**src/rtl/fc_layer_gen.sv**
```systemverilog
// fc_layer_gen: fully-connected layer y = act(W*x + b) with P MAC lanes and external weight/bias ROMs
module fc_layer_gen #(
    parameter int M = 8,
    parameter int N = 8,
    parameter int T = 16,
    parameter int P = 1,
    parameter int FRAC = 0,
    parameter int RELU = 1,
    localparam int G = M / P,
    localparam int AW = $clog2(M * N / P),
    localparam int BW = G > 1 ? $clog2(G) : 1
) (
    input  logic            clk,
    input  logic            reset,
    input  logic            input_valid,
    output logic            input_ready,
    input  logic [T-1:0]    input_data,
    output logic            output_valid,
    input  logic            output_ready,
    output logic [T-1:0]    output_data,
    output logic [AW-1:0]   w_addr,
    input  logic [P*T-1:0]  w_data,
    output logic [BW-1:0]   b_addr,
    input  logic [P*T-1:0]  b_data
);
    localparam int ACCW = 2 * T + $clog2(N) + 1;
    localparam int CW = $clog2(N + 2);
    localparam int JW = $clog2(N);
    localparam int LW = P > 1 ? $clog2(P) : 1;

    typedef enum logic [1:0] {LOAD, COMPUTE, OUTPUT} state_t;

    state_t state, next;
    logic armed, in_fire, out_fire, last_j, last_c, last_lane, last_g, mac;
    logic [JW-1:0] j, xi;
    logic [CW-1:0] c;
    logic [BW-1:0] g;
    logic [LW-1:0] lane;
    logic signed [T-1:0] x [N];
    logic signed [ACCW-1:0] acc [P];
    logic signed [ACCW-1:0] bext [P];
    logic signed [2*T-1:0] prod [P];
    logic signed [T-1:0] res [P];

    function automatic logic signed [T-1:0] sat(input logic signed [ACCW-1:0] a);
        logic signed [ACCW-1:0] r, hi, lo;
        hi = {{(ACCW-T+1){1'b0}}, {(T-1){1'b1}}};
        lo = ~hi;
        r = a >>> FRAC;
        r = r > hi ? hi : r < lo ? lo : r;
        if (RELU != 0 && r < 0) r = '0;
        return r[T-1:0];
    endfunction

    // handshakes, counter terminals, ROM addresses, outputs and next state
    always_comb begin
        input_ready = state == LOAD && armed;
        output_valid = state == OUTPUT;
        output_data = output_valid ? res[lane] : '0;
        in_fire = input_valid && input_ready;
        out_fire = output_valid && output_ready;
        last_j = j == JW'(N - 1);
        last_c = c == CW'(N + 1);
        last_lane = lane == LW'(P - 1);
        last_g = g == BW'(G - 1);
        mac = state == COMPUTE && c != '0 && c <= CW'(N);
        xi = JW'(c - 1'b1);
        w_addr = state == COMPUTE && int'(c) < N ? AW'(int'(g) * N + int'(c)) : '0;
        b_addr = state == COMPUTE ? g : '0;
        next = state == LOAD ? (in_fire && last_j ? COMPUTE : LOAD) :
               state == COMPUTE ? (last_c ? OUTPUT : COMPUTE) :
               (out_fire && last_lane ? (last_g ? LOAD : COMPUTE) : OUTPUT);
    end

    // per-lane product of the returning weight and the sign-extended bias
    always_comb begin
        for (int p = 0; p < P; p++) begin
            prod[p] = x[xi] * $signed(w_data[p*T +: T]);
            bext[p] = $signed(b_data[p*T +: T]);
        end
    end

    // state register
    always_ff @(posedge clk or posedge reset) begin
        if (reset) state <= LOAD;
        else state <= next;
    end

    // input buffer, counters, accumulators and result registers
    always_ff @(posedge clk or posedge reset) begin
        if (reset) begin
            armed <= 1'b0;
            j <= '0;
            c <= '0;
            g <= '0;
            lane <= '0;
            for (int n = 0; n < N; n++) x[n] <= '0;
            for (int p = 0; p < P; p++) begin
                acc[p] <= '0;
                res[p] <= '0;
            end
        end else begin
            armed <= 1'b1;
            if (in_fire) begin
                x[j] <= input_data;
                j <= last_j ? '0 : j + 1'b1;
            end
            if (state == COMPUTE) c <= last_c ? '0 : c + 1'b1;
            for (int p = 0; p < P; p++) begin
                if (mac) acc[p] <= (c == CW'(1) ? bext[p] <<< FRAC : acc[p]) + prod[p];
                if (state == COMPUTE && last_c) res[p] <= sat(acc[p]);
            end
            if (out_fire) begin
                lane <= last_lane ? '0 : lane + 1'b1;
                if (last_lane) g <= last_g ? '0 : g + 1'b1;
            end
        end
    end
endmodule

```
**config.mk**
```make
export PLATFORM = sky130hd
export DESIGN_NAME = fc_layer_gen
export DESIGN_NICKNAME = d
export VERILOG_FILES = /design/src/rtl/fc_layer_gen.sv
export SDC_FILE = /design/constraint.sdc
export NUM_CORES = 1
export LEC_CHECK = 0
export ABC_AREA = 1
export BUFFER_PORTS_ARGS = -buffer_cell sky130_fd_sc_hd__buf_2
export CORE_MARGIN = 3
export CORE_UTILIZATION = 40
export CTS_BUF_LIST = sky130_fd_sc_hd__clkbuf_4
export DETAILED_ROUTE_END_ITERATION = 10
export HOLD_SLACK_MARGIN = 0.1
export PLACE_DENSITY = 0.61
export SLEW_MARGIN = 10
export SYNTH_ARGS = -nofsm -noshare
export SYNTH_HDL_FRONTEND = slang
export SYNTH_SLANG_ARGS = --single-unit
```
**constraint.sdc**
```tcl
create_clock -name clk -period 6.45 [get_ports clk]
set_input_delay 1.29 -clock clk [delete_from_list [all_inputs] [get_ports clk]]
set_output_delay 1.29 -clock clk [all_outputs]
set_load 0.1 [all_outputs]
```
-- Yosys cells after proc, flatten, opt, wreduce, memory -nomap -nowiden
Cells that the tools add are included.
- flip-flop bits (word level): 194
- bits in latches: 0
- RAM bits: 0
- bits in read-only memories: 0
- memories: 0
- $add $sub $neg: 7
- multiply operators: 1
- divide/modulo/power cells: 0
- magnitude comparators: 9
- equal/unequal tests: 6
- shift operators: 0
- muxes and demuxes: 24
- bitwise logic cells: 3
- reduce and logical (&&, ||, !) cells: 13
- operators with widths (kind ; number):
    128-bit bitwise mux ; 1
    36-bit 2-to-1 mux ; 3
    16-bit 2-to-1 mux ; 6
    16-bit binary-select mux with 3-bit select ; 1
    16-bit demux with 3-bit select ; 1
    36-bit by 32-bit adder with 36-bit output ; 1
    36-bit by 16-bit > comparator with 1-bit output, second input constant ; 1
    36-bit by 1-bit less-than comparator with 1-bit output, second input constant ; 1
    36-bit by 16-bit less-than comparator with 1-bit output, second input constant ; 1
    16-bit by 16-bit multiplier with 32-bit output ; 1
    1-bit logical AND ; 10
    3-bit 2-to-1 mux ; 3
    4-bit >= comparator, second input constant ; 2
    2-bit 2-to-1 mux ; 4
    3-bit inverter with 4-bit output ; 2
    3-bit by 1-bit adder with 3-bit output, second input constant ; 2
    6-bit by 4-bit adder with 6-bit output ; 1
    3-bit equality test, second input constant ; 2
    6-bit 2-to-1 mux ; 1
    4-bit by 1-bit adder with 4-bit output, second input constant ; 1
    4-bit by 1-bit equality test with 1-bit output, second input constant ; 1
    4-bit equality test, second input constant ; 1
    4-bit less-or-equal comparator, second input constant ; 1
    4-bit by 1-bit less-than comparator with 1-bit output, second input constant ; 1
    other kinds (12) ; 14

-- Logic depth before layout (Yosys ltp)
- word-level depth: 7
- depth in mapped cells: 38

-- Least setup slack after synthesis
OpenSTA, ideal clock, no wires.
- path type: register to register
- from: reg c[0]
- to: reg acc[35] in the netlist's numbering
- library setup time: 118 ps
- data arrival time: 6960 ps
- slack: -628 ps
- cell stages (with the launch flop): 36
- clock period less this slack: 7078 ps
- cells stage by stage: dfrtp_1 -> inv_1 -> buf_2 -> buf_1 -> ha_1 -> xnor2_2 -> inv_2 -> nand3_1 -> nand2_1 -> buf_2 -> nor2_1 -> inv_1 -> fa_1 -> inv_1 -> fa_1 -> fa_1 -> inv_1 -> fa_1 -> inv_1 -> fa_1 -> inv_1 -> fa_1 -> inv_1 -> ha_1 -> nand2_1 -> inv_1 -> nand2_1 -> inv_1 -> nand2_1 -> inv_1 -> nand2_1 -> nand2_1 -> a21oi_1 -> nand3_1 -> nand3_1 -> nand2_1
- longest elaborated chain between the ends: 7
- elaborated cells on any way between the ends: 13
- RTL lines (what ; line ; text):
    start, declared ; 36 ; logic [CW-1:0] c;
    start signal, assigned ; 108 ; if (state == COMPUTE) c <= last_c ? '0 : c + 1'b1;
    3-bit by 1-bit subtractor with 3-bit output ; 67 ; xi = JW'(c - 1'b1);
    3-bit inverter with 4-bit output (implied by the code) ; 78 ; prod[p] = x[xi] * $signed(w_data[p*T +: T]);
    16-bit binary-select mux with 3-bit select ; 78 ;
    16-bit 2-to-1 mux (implied by the code) (2 in a row) ; 78 ;
    16-bit by 16-bit multiplier with 32-bit output ; 78 ;
    36-bit by 32-bit adder with 36-bit output ; 110 ; if (mac) acc[p] <= (c == CW'(1) ? bext[p] <<< FRAC : acc[p]) + prod[p];
    end signal, assigned by index ; 110 ;
    end, declared ; 40 ; logic signed [ACCW-1:0] acc [P];
Several ways; a longest one is shown, not always the timed one. The select of a mux whose other input is x is not followed.
A chain may end at the register's enable or synchronous reset.

-- Worst setup path in the final report
- from: reg c[0]
- to: reg acc[20] in the netlist's numbering
The elaborated chain is that of the path after synthesis.

==> key figures <==
Worst setup path
  – Worst reg2reg path depth: 29
  – CP max FO: 22
  – Top cell by count, worst path: fa_1
  – Reg2reg end: acc[20]
  – Setup Crit Path Kind: reg2reg
  – Slowest cell on the critical path: fa_1
  – Reg2Reg Setup Slack: -70 ps
  – Worst endpoint required time: 7040 ps
  – Worst endpoint data arrival time: 7110 ps
  – Largest stage delay, worst path: 570 ps
  – Kind of start point of the critical path: flop
  – Reg2reg start: c[0]
  – Crit end category: flop

Clock network
  – H-tree depth: 4
  – Num CTS Buffers: 17
  – Root Buffer: clkbuf_4
  – CTS tree: done
  – CTS clock-pin slew for the worst setup and hold paths: 160 ps
  – CTS sink cnt: 193
  – Clk_lat worst skew: 690 ps
  – CTS Buffer Depth: 2

Synth
  – Synth cell count leaders: inv_1 (614), nand2_1 (485), fa_1 (314), nor2_1 (246), o21ai_0 (216)
  – Leading area contributor after synthesis: fa_1
  – Post-synth top area share: 0.294
  – Most frequent cell after synthesis: inv_1
  – Seq cells post-synth: 193
  – Synth Warn #: 0
  – Sequential cell area fraction in the yosys report: 0.226
  – Post-synthesis cell area: 21,400 sq um
  – Mean post-synth cell area: 8.10 sq um
  – Main flop type after synthesis: dfrtp_1
  – Post-Syn Nets: 3,125
  – Mapped Cells: 2,640
  – Async SR Flop Fraction: 1.00
  – Netlist cell types: 43
  – Main area contributors after synthesis: fa_1 (29%), dfrtp_1 (23%), inv_1 (11%)
  – Post-synth EDFFs: 0

Global routing
  – Initial antenna violation count: 1
  – Largest net degree at the start of global routing: 148
  – GRT met3 Usage: 0.0226
  – Grt met2 use: 0.388
  – Met1 usage: 0.327
  – First-pass GRT wire length: 104,000 microns
  – Gr usage total: 0.235
  – Gr busiest metal: met2
  – Global route total overflow: 0
  – Vias in the first global route: 19.0k

Timing
  – Setup TNS: -248 ps
  – Max Fclk: 0.153 GHz
  – RSZ-0062 raised after global routing: true
  – Final Hold Viols: 0
  – Worst-margin pin slew: 1050 ps
  – Setup Skew: 25.3 ps
  – Final worst setup slack: -73.2 ps
  – Final period utilization: 1.01
  – Minimum clock period after layout: 6520 ps
  – Final Max Slew Viols: 0
  – Final setup violation count: 7
  – Rel. slew slack: 0.298

Detailed routing
  – Routed vias/inst: 5.01
  – DR pass1 iterations: 6
  – DR DRC count: 0
  – Drt total wl: 65,400 microns
  – Remaining antenna violation count: 0
  – DRT iter0 DRCs: 1,195
  – Vias: 18.4k
  – Routed length per instance: 17.8 microns

Status
  – Outcome: complete, but fails checks
  – Violated checks: setup timing

Placement
  – GP Congestion: 0.938
  – I/O Buffers: 78
  – Detailed placer's ending HPWL: 50,800 microns

Worst hold path
  – Hold path depth: 2
  – Hold endpoint: res[5]
  – HP Start: res[5]
  – Worst hold path class: reg2reg

Floorplan
  – Die Height: 237 microns
  – Die area: 56,300 sq um
  – Core Area: 52,800 sq um
  – Io pins: 79
  – Die extent in x: 237 microns
  – Row count: 84
  – Initial Utilization: 0.405

Flow run
  – Max-Cap Viols: 0

Cells and area
  – Filler cells: 4,873
  – Sequential cell area: 4830 sq um
  – Final Net Count: 3,462
  – Area of the multi-input gates: 15,400 sq um
  – Layout cell share with drive strength beyond 1: 0.275
  – Area growth syn-to-layout: 26.3%
## per-layer routing
metal,share of wire,up-vias
met5,0,-
met4,0.037,0
met3,0.044,105
met2,0.47,503
met1,0.45,9137
li1,-,8669
## registers in the layout, summed over array words and instances, names as in the netlist
| register | flops |
|---|---|
| c | 4 |
| x | 128 |
| res | 16 |
| acc | 36 |
| j | 3 |
| armed | 1 |
| g | 3 |
| state | 2 |
## through the flow
step           hold slack, ps  setup WS [ps]  std cells  utilization  area, sq um
2_1_floorplan             448           5.64       2640            -        21600
3_3_place_gp              462           -491       3579        0.465        24500
3_5_place_dp              470           -450       3579        0.465        24500
4_1_cts                   504          -10.5       3642        0.489        25800
5_1_grt                   512           -380       3679        0.512        27000
6_report                  501          -73.2       3679        0.512        27000
## worst max-delay path by stage
stage | cells past startpoint | slack (ps) | endpoint | start
5_1_grt | 33 | -380 | acc[31] | c[1]
4_1_cts | 31 | -10 | acc[33] | c[0]
2_1_floorplan | 32 | 6 | acc[34] | c[0]
6_report | 29 | -70 | acc[20] | c[0]
3_5_place_dp | 24 | -450 | acc[34] | w_data[4]
3_3_place_gp | 24 | -490 | acc[34] | w_data[2]
## cell families after synthesis
logic type,synth area share
XOR/XNOR,0.00363
AO/OA/AOI/OAI,0.0887
flip-flops,0.226
buffers and inverters,0.127
other,0.000175
adder cells (fa/ha/maj),0.364
AND/OR/NAND/NOR,0.175
multiplexers,0.0158
## area by class of cell
| type | count | area share |
|---|---|---|
| multi-input cells | 1734 | 0.570 |
| flip-flops and latches | 193 | 0.179 |
| repair buffers | 402 | 0.119 |
| inverters | 628 | 0.0896 |
| well taps | 688 | 0.0319 |
| clock inverters | 14 | 0.00621 |
| clock buffers | 18 | 0.00500 |
| repair inverters | 1 | 0.000278 |
| diodes | 1 | 0.0000926 |
## timing repair
| item | CTS | global route |
|---|---|---|
| setup buffers | 27 | 32 |
| pin swaps | 68 | 164 |
| resized for setup | 194 | 282 |
| cloned | 4 | 4 |
| setup endpoints to repair | 24 | 27 |
| hold buffers | 0 | 0 |
## cell usage in the layout (no fill, tap or decap), types with 6 or more instances in the layout
cell,n
o21ai_2,6
nand2_4,21
inv_2,65
o21ai_0,185
nand2_1,416
nor2_4,29
buf_6,22
nor2_2,33
nor4_4,7
nor4_1,6
buf_8,7
nand3_1,86
ha_1,90
nor2_1,187
buf_12,12
a21oi_4,10
ha_4,28
o22ai_1,6
o21ai_1,30
fa_2,31
nand4_1,14
clkbuf_4,18
inv_1,545
buf_4,277
a21oi_1,72
o211ai_1,7
nand2_2,47
inv_4,8
nand3_2,27
mux2_2,14
dfrtp_1,192
fa_1,283
mux2_1,16
a21oi_2,30
buf_2,79
## worst max-delay path, delay by kind of cell, from the launching register on
family | cells | cell delay (ps)
AOI/OAI and AO/OA | 1 | 100
buffers and inverters | 8 | 970
adders and majority gates | 7 | 3450
DFF | 1 | 420
and+or+nand+nor | 13 | 1470
Power is left out: the tool's default activity adds up to more than one toggle a clock period on the data nets, which glitch-free logic cannot reach.
